### src/rtl/zz_pkg.sv
// zz_pkg: shared symbol codes, FSM states, widths and the JPEG magnitude encoder
package zz_pkg;
    localparam int BLK_LEN = 64;
    localparam int COEF_W = 9;
    localparam int AMP_W = 9;
    typedef enum logic [1:0] {SYM_DC = 2'd0, SYM_AC = 2'd1, SYM_ZRL = 2'd2, SYM_EOB = 2'd3} sym_t;
    typedef enum logic [1:0] {ST_IDLE, ST_DC, ST_AC, ST_DONE} state_t;
    function automatic logic [3:0] mag_size(input logic signed [COEF_W:0] v);
        logic [COEF_W:0] m;
        m = v[COEF_W] ? -v : v;
        mag_size = '0;
        for (int i = 0; i <= COEF_W; i++)
            if (m[i]) mag_size = 4'(i + 1);
        return mag_size;
    endfunction
    // negative values are sent one's-complemented in the low size bits
    function automatic logic [AMP_W-1:0] mag_amp(input logic signed [COEF_W:0] v, input logic [3:0] s);
        logic [COEF_W:0] t;
        t = v[COEF_W] ? v - 10'sd1 : v;
        return t[AMP_W-1:0] & AMP_W'((10'd1 << s) - 10'd1);
    endfunction
endpackage

### src/rtl/zigzag_rom.sv
// zigzag_rom: JPEG zigzag scan index to raster address
module zigzag_rom (
    input  logic [5:0] idx,
    output logic [5:0] raster
);
    localparam logic [5:0] ZZ [64] = '{
        6'd0,  6'd1,  6'd8,  6'd16, 6'd9,  6'd2,  6'd3,  6'd10,
        6'd17, 6'd24, 6'd32, 6'd25, 6'd18, 6'd11, 6'd4,  6'd5,
        6'd12, 6'd19, 6'd26, 6'd33, 6'd40, 6'd48, 6'd41, 6'd34,
        6'd27, 6'd20, 6'd13, 6'd6,  6'd7,  6'd14, 6'd21, 6'd28,
        6'd35, 6'd42, 6'd49, 6'd56, 6'd57, 6'd50, 6'd43, 6'd36,
        6'd29, 6'd22, 6'd15, 6'd23, 6'd30, 6'd37, 6'd44, 6'd51,
        6'd58, 6'd59, 6'd52, 6'd45, 6'd38, 6'd31, 6'd39, 6'd46,
        6'd53, 6'd60, 6'd61, 6'd54, 6'd47, 6'd55, 6'd62, 6'd63
    };
    assign raster = ZZ[idx];
endmodule

### src/rtl/zigzag_rle.sv
// zigzag_rle: ping-pong block capture, zigzag rescan and DC/AC/ZRL/EOB run-length symbol emission
module zigzag_rle
    import zz_pkg::*;
(
    input  logic       clk,
    input  logic       reset,
    input  logic       start,
    input  logic [8:0] dctq,
    input  logic       dctq_valid,
    input  logic [5:0] addr,
    output logic       hold,
    output logic       sym_valid,
    input  logic       sym_ready,
    output logic [1:0] sym_type,
    output logic [3:0] run,
    output logic [3:0] size,
    output logic [8:0] amp
);
    logic [COEF_W-1:0] mem [2*BLK_LEN];
    logic [1:0] full, full_n;
    logic wr_bank, rd_bank, we, wr_done, release_bank, begin_blk;
    logic act, dv, fetch, consume, emit, free_out;
    logic [5:0] cnt, k, raster, zeros, zeros_n;
    logic [COEF_W-1:0] rdata, prev_dc;
    logic signed [COEF_W:0] val;
    logic [3:0] e_run, e_size;
    sym_t e_type;
    state_t st, st_n;

    zigzag_rom u_rom (.idx(k), .raster(raster));

    assign we = dctq_valid && !hold;
    assign wr_done = we && cnt == 6'd63;
    assign free_out = !sym_valid || sym_ready;
    // fetch stage: k addresses the RAM, rdata/dv hold the coefficient under evaluation
    assign fetch = act && (!dv || consume);
    assign e_size = mag_size(val);

    always_comb begin
        full_n = full;
        if (wr_done) full_n[wr_bank] = 1'b1;
        if (release_bank) full_n[rd_bank] = 1'b0;
    end

    always_comb begin
        st_n = st;
        zeros_n = zeros;
        emit = 1'b0;
        e_type = SYM_DC;
        e_run = '0;
        val = '0;
        consume = 1'b0;
        release_bank = 1'b0;
        begin_blk = 1'b0;
        case (st)
            ST_IDLE: if (full[rd_bank]) begin
                begin_blk = 1'b1;
                st_n = ST_DC;
            end
            ST_DC: if (dv && free_out) begin
                emit = 1'b1;
                consume = 1'b1;
                val = $signed({rdata[8], rdata}) - $signed({prev_dc[8], prev_dc});
                st_n = ST_AC;
            end
            ST_AC: if (dv && free_out) begin
                if (rdata == '0) begin
                    consume = 1'b1;
                    zeros_n = zeros + 6'd1;
                end else if (zeros >= 6'd16) begin
                    emit = 1'b1;
                    e_type = SYM_ZRL;
                    e_run = 4'd15;
                    zeros_n = zeros - 6'd16;
                end else begin
                    emit = 1'b1;
                    consume = 1'b1;
                    e_type = SYM_AC;
                    e_run = zeros[3:0];
                    val = $signed({rdata[8], rdata});
                    zeros_n = '0;
                end
                // act has already dropped once coefficient 63 sits in rdata
                if (consume && !act) st_n = ST_DONE;
            end
            default: if (free_out) begin
                emit = zeros != '0;
                e_type = SYM_EOB;
                zeros_n = '0;
                release_bank = 1'b1;
                st_n = ST_IDLE;
            end
        endcase
    end

    always_ff @(posedge clk) begin
        if (we) mem[{wr_bank, addr}] <= dctq;
        if (fetch) rdata <= mem[{rd_bank, raster}];
    end

    always_ff @(posedge clk) begin
        if (reset) begin
            full <= '0;
            wr_bank <= 1'b0;
            rd_bank <= 1'b0;
            cnt <= '0;
            hold <= 1'b0;
            st <= ST_IDLE;
            act <= 1'b0;
            k <= '0;
            dv <= 1'b0;
            prev_dc <= '0;
            zeros <= '0;
            sym_valid <= 1'b0;
            sym_type <= '0;
            run <= '0;
            size <= '0;
            amp <= '0;
        end else begin
            full <= full_n;
            hold <= full_n[wr_bank ^ wr_done];
            wr_bank <= wr_bank ^ wr_done;
            cnt <= cnt + 6'(we);
            rd_bank <= rd_bank ^ release_bank;
            st <= st_n;
            act <= begin_blk || (act && !(fetch && k == 6'd63));
            k <= begin_blk ? '0 : k + 6'(fetch);
            dv <= fetch || (dv && !consume);
            zeros <= zeros_n;
            if (st == ST_IDLE && start) prev_dc <= '0;
            else if (st == ST_DC && consume) prev_dc <= rdata;
            if (free_out) begin
                sym_valid <= emit;
                if (emit) begin
                    sym_type <= e_type;
                    run <= e_run;
                    size <= e_size;
                    amp <= mag_amp(val, e_size);
                end
            end
        end
    end
endmodule
### config.mk
export PLATFORM = sky130hd
export DESIGN_NAME = zigzag_rle
export DESIGN_NICKNAME = d
export VERILOG_FILES = /design/src/rtl/zz_pkg.sv /design/src/rtl/zigzag_rom.sv /design/src/rtl/zigzag_rle.sv
export SDC_FILE = /design/constraint.sdc
export NUM_CORES = 2
export LEC_CHECK = 0
export CAP_MARGIN = 10
export CORE_MARGIN = 2
export CORE_UTILIZATION = 50
export DETAILED_ROUTE_END_ITERATION = 7
export MAX_ROUTING_LAYER = met4
export PLACE_DENSITY_LB_ADDON = 0.12
export SYNTH_ARGS = -nofsm -noshare
export SYNTH_HDL_FRONTEND = slang
export SYNTH_HIERARCHICAL = 1
export SYNTH_SLANG_ARGS = --single-unit
### constraint.sdc
create_clock -name clk -period 6.5 [get_ports clk]
set_clock_uncertainty 0.15 [all_clocks]
set_input_delay 1.3 -clock clk [delete_from_list [all_inputs] [get_ports clk]]
set_output_delay 1.3 -clock clk [all_outputs]
set_load 0.01 [all_outputs]
==> summary.md <==
| Metric | Value |
|---|---|
| Worst Hold Launch | `run[1]` |
| Synth Warn # | `6` |
| Post-Synthesis Cells | `2426` |
| Asr flop ratio synth | `0%` |
| Reg2reg end | `rdata[1]` |
| Initial antenna violation count | `2` |
| Tmin final | `about 5.3 ns` |
| Sw frac | `20.3%` |
| Register area share after synthesis | `72.9%` |
| Clk pin slew, worst setup/hold paths | `0.06 ns` |
| WP data required | `6.81 ns` |
| Starting Density | `50.3%` |
| Hold Crit Class | `register to register` |
| Vias | `around 24k` |
| Die Footprint | `0.101 mm²` |
| Post-synth cell types | `94` |
| Hold EP | `run[1]` |
| Commonest non-fill, non-tap cells in the layout | `edfxtp_1, mux4_2, nor2_1, clkbuf_16, nand2_1` |
| # IOs | `41` |
| RSZ-0062 raised after global routing | `no` |
| Leading post-synthesis cells by cell area | `edfxtp_1, mux4_2, dfxtp_1` |
| Final period util | `81.9%` |
| Fill count | `around 7.4k` |
| Fin nets | `2576` |
| Sequential Area | `about 0.036 mm²` |
| First-pass GRT wire length | `168000 µm` |
| Post-synth EDFFs | `1161` |
| CTS Hold Bufs | `0` |
| Max cap viols | `0` |
| PD cells | `280 mW/mm²` |
| Status | `complete, no violations` |
| Largest net degree at the start of global routing | `96` |
| Commonest non-fill, non-tap cell in the layout | `edfxtp_1` |
| Vias in the first global route | `around 25k` |
| Clk_lat worst skew | `0.72 ns` |
| Final Wtd Congestion | `0.872` |
| Iteration count of the initial detailed-routing pass | `5` |
| LEAKAGE | `16.5 nW` |
| Clk pwr share | `42.3%` |
| Drt wl/cell | `28.7 µm` |
| Synth top area share | `70.7%` |
| Largest area contributor in the netlist | `edfxtp_1` |
| Max H-tree Level | `3` |
| Post-DRT Antenna Nets | `0` |
| Rel. slew slack | `24.9%` |
| Die height | `about 320 µm` |
| FF-to-FF Start | `k[2]` |
| Final count of pins violating max slew | `0` |
| Total power | `15.4 mW` |
| Setup bufs post-CTS | `0` |
| Count of input and output buffers | `40` |
| All-Layer GR Usage | `23.3%` |
| Achievable clock frequency | `around 190 MHz` |
| Core area | `about 0.1 mm²` |
| TNS Setup | `0 ns` |
| DRC viols | `0` |
| DP Wirelength | `between 70000 and 80000 µm` |
| Pint | `12.3 mW` |
| Seq cells post-synth | `1217` |
| Comb pwr share | `about 1.9%` |
| Worst slew pin tran | `1.12 ns` |
| Crit path launch type | `register` |
| Footprint of the multi-input gates | `between 0.01 and 0.015 mm²` |
| CTS tree | `yes` |
| Reg2Reg Depth | `11` |
| Syn_area_per_cell | `roughly 20 µm²` |
| Crit Path Class | `register to register` |
| Clock Sinks | `1217` |
| Share of layout cells above drive strength 1 | `between 20% and 30%` |
| Netlist Area Pre-Place | `0.0493 mm²` |
| Sequential Power Share | `55.8%` |
| Main synth FF type | `edfxtp_1` |
| Layout Area Growth over Synthesis | `11.8%` |
| Arrival time at the worst endpoint | `between 5 and 6 ns` |
| Iter 0 DRT Violations | `2783` |
| Cts bufs inserted | `~120` |
| Worst VDD drop | `0.000216 V` |
| Final hold vios | `0` |
| Overflow after GRT | `0` |
| Final Setup Violations | `0` |
| DR vias/cell | `~6.2` |
| Num rows | `115` |
| Final wirelength | `about 110000 µm` |
| Final Core Density | `56.2%` |
| Switch Pwr | `3.14 mW` |
| Clock root buffer | `clkbuf_16` |
| N_diodes | `0` |
| Flop-to-flop setup slack | `1.18 ns` |
| Syn nets | `2482` |
| Cts repair resizes | `0` |
| Setup crit end kind | `register` |
| Clk buf depth | `3` |
| Chip Width | `318 µm` |
| Hold depth | `2` |
| Maximum fanout along the worst path | `24` |
## per-layer routing
metal	up-vias	wire, µm	GRT usage [%]
met1	12800	48500	33.2
met2	822	54200	35.7
met4	0	2330	5.95
met3	142	6960	3.56
met5	-	0	-
li1	10200	-	-
## synthesized netlist by cell type (all sizes together) (10+ instances only)
master,count
nor2,193
dfxtp,56
nand3,40
edfxtp,1161
a21oi,54
nand2,70
inv,31
ha,35
mux2,11
nand3b,10
o21ai,32
nor3,19
clkbuf,75
xnor2,16
and3,10
buf,54
mux4,379
nor2b,13
## worst max path at each step
stage | slack [ns] | start | endpoint
after floorplan | 1.63 | k[0] | rdata[1]
after global placement | 0.91 | sym_ready | amp[6]
after detailed placement | 0.86 | sym_ready | amp[6]
after CTS | 1.16 | k[2] | rdata[3]
after global routing | 0.93 | k[2] | rdata[1]
final | 1.18 | k[2] | rdata[1]
## stage by stage
step	std cells	cell area (µm²)	setup WS, ns	hold WS [ns]
finish	3904	55200	1.18	0.303
global route	3904	55200	0.929	0.326
CTS	3904	55200	1.16	0.306
detailed placement	3684	51500	0.855	0.298
global placement	3684	51500	0.905	0.292
floorplan	2426	49300	1.63	0.286
## cell families after synthesis
family / count (synthesis) / share of synthesized area, %
simple gates: 409 / 3.90
mux: 396 / 17.7
flops: 1217 / 72.9
buf+inv: 162 / 1.35
fa+ha+maj: 36 / 0.928
compound gates: 181 / 2.71
xor+xnor: 25 / 0.459
## layout make-up
class                      count  area share (%)
tap                         1287            2.92
sequential                  1217            65.2
timing repair buffer         100            1.80
clock inverter                65           0.842
clock buffer                 155            5.85
inverter                      33           0.225
multi-input combinational   1047            23.1
## worst max-delay path, stage by stage (launching register included)
cell and delay, ns:
dfxtp_1 0.82, buf_4 0.33, mux2_4 0.31, mux2i_1 0.12, a221oi_1 0.13, a311oi_4 0.36
buf_12 0.29, buf_4 0.48, mux4_2 0.63, mux4_2 0.48, mux4_2 0.57, mux2_2 0.31
## power by group through the flow
stage / clock [mW] / sequential [mW] / combinational (mW)
5_1_grt: 6.96 / 8.62 / 0.323
3_3_place_gp: 0 / 8.78 / 0.284
4_1_cts: 6.65 / 8.62 / 0.299
2_1_floorplan: 0 / 8.78 / 0.107
3_5_place_dp: 0 / 8.79 / 0.299
6_report: 6.53 / 8.62 / 0.297
## flip-flops by register name (all words and copies together) (netlist names)
register and flops:
act 1, amp 9, cnt 6, dv 1, full 2, hold 1, k 6, mem 1152
prev_dc 9, rd_bank 1, rdata 9, run 4, size 4, st 2, sym_type 2, sym_valid 1
wr_bank 1, zeros 6
(Power assumes the default switching activity.)
